`src/rtl/alu_share_arbiter_pkg.sv`:
```
// Shared definitions for the ALU sharing arbiter: default widths,
// ALU opcode constants and FSM state encodings.
package alu_share_arbiter_pkg;

  localparam int WIDTH_DEF = 32;
  localparam int OPW_DEF   = 3;

  // ALU opcodes understood by the shared combinational ALU
  localparam logic [OPW_DEF-1:0] OP_AND = 3'd0;
  localparam logic [OPW_DEF-1:0] OP_OR  = 3'd1;
  localparam logic [OPW_DEF-1:0] OP_ADD = 3'd2;
  localparam logic [OPW_DEF-1:0] OP_SUB = 3'd3;
  localparam logic [OPW_DEF-1:0] OP_SLT = 3'd4;
  localparam logic [OPW_DEF-1:0] OP_XOR = 3'd5;

  // Arbiter FSM state encodings
  localparam logic [1:0] ST_IDLE = 2'd0;
  localparam logic [1:0] ST_EXEC = 2'd1;
  localparam logic [1:0] ST_RESP = 2'd2;

endpackage

```
`src/rtl/alu_share_arbiter_if.sv`:
```
// Bundle of requester handshakes and ALU-side signals for the arbiter.
// slave = the arbiter itself, master = the surrounding clients/ALU.
interface alu_share_arbiter_if
  import alu_share_arbiter_pkg::*;
#(
  parameter int WIDTH = WIDTH_DEF,
  parameter int OPW   = OPW_DEF
);

  logic [1:0]         req_valid;
  logic [1:0]         req_ready;
  logic [2*WIDTH-1:0] req_a;
  logic [2*WIDTH-1:0] req_b;
  logic [2*OPW-1:0]   req_op;
  logic [1:0]         rsp_valid;
  logic [1:0]         rsp_ready;
  logic [WIDTH-1:0]   rsp_result;
  logic               rsp_zero;
  logic [WIDTH-1:0]   alu_a;
  logic [WIDTH-1:0]   alu_b;
  logic [OPW-1:0]     alu_op;
  logic [WIDTH-1:0]   alu_result;
  logic               alu_zero;
  logic               busy;

  modport slave (
    input  req_valid, req_a, req_b, req_op, rsp_ready, alu_result, alu_zero,
    output req_ready, rsp_valid, rsp_result, rsp_zero, alu_a, alu_b, alu_op, busy
  );

  modport master (
    output req_valid, req_a, req_b, req_op, rsp_ready, alu_result, alu_zero,
    input  req_ready, rsp_valid, rsp_result, rsp_zero, alu_a, alu_b, alu_op, busy
  );

endinterface

```
`src/rtl/alu_share_arbiter_rr_arb2.sv`:
```
// Two-way round-robin arbiter, purely combinational.
// last=1 means req1 was served last, so req0 wins a tie.
module rr_arb2 (
  input  logic [1:0] req,
  input  logic       last,
  output logic [1:0] grant
);

  // One-hot grant; ties go to the requester not served last
  always_comb begin
    grant = 2'b00;
    case (req)
      2'b01:   grant = 2'b01;
      2'b10:   grant = 2'b10;
      2'b11:   grant = last ? 2'b01 : 2'b10;
      default: grant = 2'b00;
    endcase
  end

endmodule

```
`src/rtl/alu_share_arbiter.sv`:
```
// Shares one combinational ALU between two requesters. Operands are
// latched at accept, held on the ALU for ALU_LAT cycles, then the result
// is registered and offered to the owning requester only.
module alu_share_arbiter
  import alu_share_arbiter_pkg::*;
#(
  parameter int WIDTH   = WIDTH_DEF,
  parameter int OPW     = OPW_DEF,
  parameter int ALU_LAT = 1
) (
  input  logic                 clk,
  input  logic                 rst,
  alu_share_arbiter_if.slave   bus
);

  localparam int CW = (ALU_LAT > 1) ? $clog2(ALU_LAT) : 1;

  logic [1:0]       state;
  logic             last_grant;
  logic             owner;
  logic [WIDTH-1:0] a_q;
  logic [WIDTH-1:0] b_q;
  logic [OPW-1:0]   op_q;
  logic [CW-1:0]    cnt;
  logic [WIDTH-1:0] res_q;
  logic             zero_q;
  logic [1:0]       grant;
  logic [1:0]       ready;
  logic             accept;
  logic [WIDTH-1:0] sel_a;
  logic [WIDTH-1:0] sel_b;
  logic [OPW-1:0]   sel_op;

  rr_arb2 u_arb (
    .req   (bus.req_valid),
    .last  (last_grant),
    .grant (grant)
  );

  assign ready  = grant & {2{state == ST_IDLE}};
  assign accept = |(bus.req_valid & ready);

  // Pick the granted requester's operands out of the packed buses
  always_comb begin
    sel_a  = bus.req_a[WIDTH-1:0];
    sel_b  = bus.req_b[WIDTH-1:0];
    sel_op = bus.req_op[OPW-1:0];
    if (grant[1]) begin
      sel_a  = bus.req_a[2*WIDTH-1:WIDTH];
      sel_b  = bus.req_b[2*WIDTH-1:WIDTH];
      sel_op = bus.req_op[2*OPW-1:OPW];
    end
  end

  // Transaction FSM: accept, hold operands on the ALU, present result
  always_ff @(posedge clk or posedge rst) begin
    if (rst) begin
      state      <= ST_IDLE;
      last_grant <= 1'b1;
      owner      <= 1'b0;
      a_q        <= '0;
      b_q        <= '0;
      op_q       <= '0;
      cnt        <= '0;
      res_q      <= '0;
      zero_q     <= 1'b0;
    end else begin
      case (state)
        ST_IDLE: begin
          if (accept) begin
            a_q        <= sel_a;
            b_q        <= sel_b;
            op_q       <= sel_op;
            owner      <= grant[1];
            last_grant <= grant[1];
            cnt        <= CW'(ALU_LAT - 1);
            state      <= ST_EXEC;
          end
        end
        ST_EXEC: begin
          if (cnt == '0) begin
            res_q  <= bus.alu_result;
            zero_q <= bus.alu_zero;
            state  <= ST_RESP;
          end else begin
            cnt <= cnt - 1'b1;
          end
        end
        ST_RESP: begin
          if (bus.rsp_ready[owner]) state <= ST_IDLE;
        end
        default: state <= ST_IDLE;
      endcase
    end
  end

  assign bus.req_ready  = ready;
  assign bus.busy       = (state != ST_IDLE);
  assign bus.rsp_valid  = (state == ST_RESP) ? (owner ? 2'b10 : 2'b01) : 2'b00;
  assign bus.rsp_result = res_q;
  assign bus.rsp_zero   = zero_q;
  assign bus.alu_a      = (state == ST_EXEC) ? a_q  : '0;
  assign bus.alu_b      = (state == ST_EXEC) ? b_q  : '0;
  assign bus.alu_op     = (state == ST_EXEC) ? op_q : '0;

endmodule

```
`src/flat_wrapper.sv`:
```
// flat-port wrapper written by rule: the top's interface ports become plain ports
module alu_share_arbiter_flat import alu_share_arbiter_pkg::*;
#(
  parameter int WIDTH   = WIDTH_DEF,
  parameter int OPW     = OPW_DEF,
  parameter int ALU_LAT = 1
)
  (clk, rst, bus_req_valid, bus_req_a, bus_req_b, bus_req_op, bus_rsp_ready, bus_alu_result, bus_alu_zero, bus_req_ready, bus_rsp_valid, bus_rsp_result, bus_rsp_zero, bus_alu_a, bus_alu_b, bus_alu_op, bus_busy);
  alu_share_arbiter_if #(.WIDTH(WIDTH), .OPW(OPW)) bus_i ();
  input  logic clk;
  input  logic rst;
  input wire logic [$bits(bus_i.req_valid)-1:0] bus_req_valid;
  input wire logic [$bits(bus_i.req_a)-1:0] bus_req_a;
  input wire logic [$bits(bus_i.req_b)-1:0] bus_req_b;
  input wire logic [$bits(bus_i.req_op)-1:0] bus_req_op;
  input wire logic [$bits(bus_i.rsp_ready)-1:0] bus_rsp_ready;
  input wire logic [$bits(bus_i.alu_result)-1:0] bus_alu_result;
  input wire logic [$bits(bus_i.alu_zero)-1:0] bus_alu_zero;
  output wire logic [$bits(bus_i.req_ready)-1:0] bus_req_ready;
  output wire logic [$bits(bus_i.rsp_valid)-1:0] bus_rsp_valid;
  output wire logic [$bits(bus_i.rsp_result)-1:0] bus_rsp_result;
  output wire logic [$bits(bus_i.rsp_zero)-1:0] bus_rsp_zero;
  output wire logic [$bits(bus_i.alu_a)-1:0] bus_alu_a;
  output wire logic [$bits(bus_i.alu_b)-1:0] bus_alu_b;
  output wire logic [$bits(bus_i.alu_op)-1:0] bus_alu_op;
  output wire logic [$bits(bus_i.busy)-1:0] bus_busy;
  assign bus_i.req_valid = bus_req_valid;
  assign bus_i.req_a = bus_req_a;
  assign bus_i.req_b = bus_req_b;
  assign bus_i.req_op = bus_req_op;
  assign bus_i.rsp_ready = bus_rsp_ready;
  assign bus_i.alu_result = bus_alu_result;
  assign bus_i.alu_zero = bus_alu_zero;
  assign bus_req_ready = bus_i.req_ready;
  assign bus_rsp_valid = bus_i.rsp_valid;
  assign bus_rsp_result = bus_i.rsp_result;
  assign bus_rsp_zero = bus_i.rsp_zero;
  assign bus_alu_a = bus_i.alu_a;
  assign bus_alu_b = bus_i.alu_b;
  assign bus_alu_op = bus_i.alu_op;
  assign bus_busy = bus_i.busy;
  alu_share_arbiter #(.WIDTH(WIDTH), .OPW(OPW), .ALU_LAT(ALU_LAT)) u_core (.clk(clk), .rst(rst), .bus(bus_i));
endmodule
```
`config.mk`:
```
export PLATFORM = sky130hd
export DESIGN_NAME = alu_share_arbiter_flat
export DESIGN_NICKNAME = d
export VERILOG_FILES = /design/src/rtl/alu_share_arbiter_pkg.sv /design/src/rtl/alu_share_arbiter_if.sv /design/src/rtl/alu_share_arbiter_rr_arb2.sv /design/src/rtl/alu_share_arbiter.sv /design/src/flat_wrapper.sv
export SDC_FILE = /design/constraint.sdc
export NUM_CORES = 1
export LEC_CHECK = 0
export BUFFER_PORTS_ARGS = -buffer_cell sky130_fd_sc_hd__clkbuf_2
export CAP_MARGIN = 10
export CORE_ASPECT_RATIO = 0.8
export CORE_MARGIN = 4
export CORE_UTILIZATION = 30
export CTS_CLUSTER_SIZE = 40
export DETAILED_ROUTE_END_ITERATION = 16
export PLACE_DENSITY_LB_ADDON = 0.12
export SLEW_MARGIN = 20
export SYNTH_ARGS = -nofsm -noshare
export SYNTH_HDL_FRONTEND = slang
export SYNTH_SLANG_ARGS = --single-unit
```
`constraint.sdc`:
```
create_clock -name clk -period 6.1 [get_ports clk]
set_input_delay 0.305 -clock clk [delete_from_list [all_inputs] [get_ports clk]]
set_output_delay 0.305 -clock clk [all_outputs]
set_load 0.05 [all_outputs]
```
==> flow_results.org <==
** Route
- Once detail routing completed, the nets flagged for antenna violations numbered 0.
- Signal routing reaches up to met4.
- Dividing the detail-routed via count by the number of cells gives 4.41.
- After detailed routing, the average wire length per cell comes to 15.8 um.
- Sum of met3 wire segment lengths after detailed routing :: 1.62 mm
- Iteration count of the initial detailed-routing pass :: 4
- In the routed design, unresolved DRC markers number 0.
- Routed met1 length :: 5.97 mm
- Met2 wire length :: 6.22 mm
- Detailed routing inserted a total of 3,883 vias.
- Total wire length after detailed routing :: 14.0 mm
- Number of design-rule violations left by the first detailed-router iteration :: 128

** Synth
- Synthesized net count :: 556
- In the synthesized netlist the async set-or-reset flop fraction comes to 100%.
- After synthesis the cells add up to 5270 sq um.
- Average instance area after synthesis :: 13.8 sq um
- Most frequent cell after synthesis :: mux2_2
- Number of standard cells after synthesis :: 383
- Share of Yosys cell area claimed by the top area cell type :: 48.9%
- The biggest area contributor in the post-synthesis netlist is dfrtp_1.
- After synthesis, flip-flops and latches occupy 49.4% of the total area.
- After synthesis, the most frequently instantiated cells are mux2_2 (140), dfrtp_1 (103), and2_1 (68), mux2_4 (28), buf_2 (13).
- Cell types occupying the most area after synthesis :: dfrtp_1 (49%), mux2_2 (30%), and2_1 (8.1%), mux2_4 (8.0%), buf_2 (1.2%)
- Yosys mapped a number of flops with a built-in enable equal to 0.
- Total of flip-flops plus latches after synthesis :: 104
- For this run, the leading register cell type out of synthesis is dfrtp_1.
- Yosys cell types :: 21
- Synth warn :: 0

** Status
- Outcome :: complete, no violations

** STA
- Number of endpoints with negative hold slack in the final report :: 0
- In this run the tightest slew margin relative to its limit is 30.1%.
- Final min period :: 2.97 ns
- Timing would allow up to 337 MHz.
- Worst Max-Slew Pin Slew :: 1.05 ns
- The clock arrives with 0.00859 ns of skew.
- The number of pins with negative max-slew slack in the final report was 0.
- RSZ-0062 raised after global routing :: no
- Count of endpoints failing setup in the final report :: 0
- Final critical-path share of the clock period :: 48.7%
- Summed over all failing endpoints, the final setup total negative slack is 0 ns.

** Finish
- Share of final-layout standard cells stronger than drive strength 1 :: 72.0%
- In the final layout, the multi-input gates occupy 2530 sq um.
- Ant. Diodes :: 0
- Post-synthesis to final-layout area growth :: 36.9%
- In the final design database the tool counted 824 nets.
- Filler instances :: 1,697
- Area taken by flip-flops and latches :: 2600 sq um

** Floorplan
- X dimension of the die :: 156 um
- Die area :: 19,800 sq um
- I/O Pins :: 278
- The initial utilization of the core area, before any placement, comes to 30.5%.
- Placeable core region :: 17,300 sq um
- Std cell rows :: 43
- The floorplan step set the die height to 127 um.

** Global routing
- The first global-routing pass estimated 21.9 mm of wire.
- Antenna violations before repair :: 0
- Vias in the first global route :: 4,201
- Pin count of the biggest net entering global routing :: 74
- Remaining global-route overflow :: 0
- Total Routing Usage GR :: 14.0%

** Clock network
- Maximum level of the CTS H-tree :: 3
- Clock insertion delay at the later pin of the skew report :: 0.35 ns
- Clock tree from TritonCTS :: built
- Maximum buffer depth of the clock tree :: 2
- Gates resized during post-CTS repair numbered 0.
- After clock tree synthesis, the clock-pin slew on the worst setup and hold paths is 0.08 ns.
- In this run, CTS created clock tree buffers numbering 9.
- In this run the clock root is driven by a clkbuf_16.
- TritonCTS Sinks :: 104

** Worst hold path
- For hold timing, the worst endpoint is u_core.bus.rsp_result[26].
- Min-Delay Path Depth :: 2
- Worst hold-check path type :: in2reg
- Source of the worst hold timing path :: bus_alu_result[26]

** Pwr
- IR Drop Worst-Case VDD :: 0.000578 V
- Total power after layout :: 4250 uW
- Cell area power density :: 589 nW/um^2
- Summed over all cells, the static leakage comes to 0.00360 uW.

** Setup path
- The worst setup path is launched from a register.
- Maximum fanout count along the critical path :: 58
- In this run the critical register-to-register path is launched from u_core.state[1].
- The slowest stage of the critical path is the nor2b_4 cell.
- Critical Path AT :: 2.66 ns
- For this run, the slowest stage of the critical path takes 0.68 ns.
- Critical path type :: reg2out
- Crit path required time :: 5.79 ns
- Setup slack on the worst reg-to-reg path comes out at 3.76 ns.
- Cells on worst reg2reg path :: 3
- The worst setup path is captured at a primary output.
- Capturing point of the worst reg2reg path :: u_core.bus.rsp_result[18]
- Chain of cells forming the critical path :: nor2b_4, buf_4, and2_1, clkbuf_2

** Placed design
- Routability-driven placement finished with a final weighted congestion of 0.788.
- Port Buffers :: 277
- The wire-length estimate of the detail-placed layout is 10.5 mm.

** Job
- Count of max-cap constraint violations :: 0
## report_power, final
| group | internal, uW | switching [uW] |
|---|---|---|
| sequential | 1050 | 170 |
| clock | 336 | 273 |
| combinational | 843 | 1580 |
| total | 2230 | 2020 |
## flip-flops by register name, summed over array words and instances, names as in the netlist
name                   flops
u_core.a_q                32
u_core.b_q                32
u_core.bus.rsp_result     32
u_core.bus.rsp_zero        1
u_core.last_grant          1
u_core.op_q                3
u_core.owner               1
u_core.state               2
## routing by layer
metal	global-route usage, %	vias to the layer above
li1	-	1853
met1	17.7	1843
met2	22.2	177
met3	6.11	10
met4	3.67	0
met5	0	-
## worst max-delay path by stage
| stage | end | depth (start not counted) | startpoint |
|---|---|---|---|
| global placement | u_core.b_q[5] | 5 | bus_req_valid[0] |
| CTS | bus_alu_a[20] | 4 | u_core.state[1] |
| global route | bus_alu_a[20] | 4 | u_core.state[0] |
| detailed placement | bus_alu_a[20] | 4 | u_core.state[1] |
| finish | bus_alu_b[22] | 4 | u_core.state[1] |
| floorplan | u_core.a_q[0] | 1 | rst |
## layout make-up
cell class / instances / share of cell area, %
clock inverter: 6 / 1.06
tap: 225 / 3.90
inverter: 4 / 0.243
sequential: 104 / 36.1
clock buffer: 10 / 3.31
multi-input combinational: 249 / 35.0
timing repair buffer: 283 / 20.4
## logic make-up after synthesis
group,count (synthesis),synth area share (%)
buffers and inverters,30,3.08
multiplexers,168,37.9
flip-flops,104,49.4
AO/OA/AOI/OAI,7,0.949
AND/OR/NAND/NOR,74,8.73
## timing repair
item	CTS	global route
endpoints found under the hold margin	31	0
setup buffers	0	0
setup endpoints to repair	0	0
hold buffers	1	0
## cells in the final DEF, fill, tap and decap left out, types with 2 or more instances in the layout
cell        Yosys  routed
nor2_1          2       2
clkinvlp_4      0       2
inv_8           0       2
clkbuf_2        0     277
mux2_2        140     140
mux2_4         28      28
and2_1         68      68
clkbuf_16       0       9
buf_4           3       3
a21oi_1         2       2
inv_1           4       3
buf_16          0       2
dfrtp_1       103     103
## worst max-delay path, delay by kind of cell, from the launching register on
kind / cells / cell delay [ns]
flops: 1 / 0.44
simple gates: 2 / 0.90
buf+inv: 2 / 0.92
## per-stage QoR
step           hold slack (ns)  std cells  setup slack [ns]  instance area [sq um]  util, %
2_1_floorplan            0.368        383              3.06                   5270        -
3_3_place_gp             0.307        862              3.27                   6840     39.6
3_5_place_dp             0.308        863              3.39                   6870     39.8
4_1_cts                  0.159        880              3.00                   7190     41.7
5_1_grt                  0.167        881              2.82                   7220     41.8
6_report                 0.184        881              3.13                   7220     41.8
(Power assumes the default switching activity.)
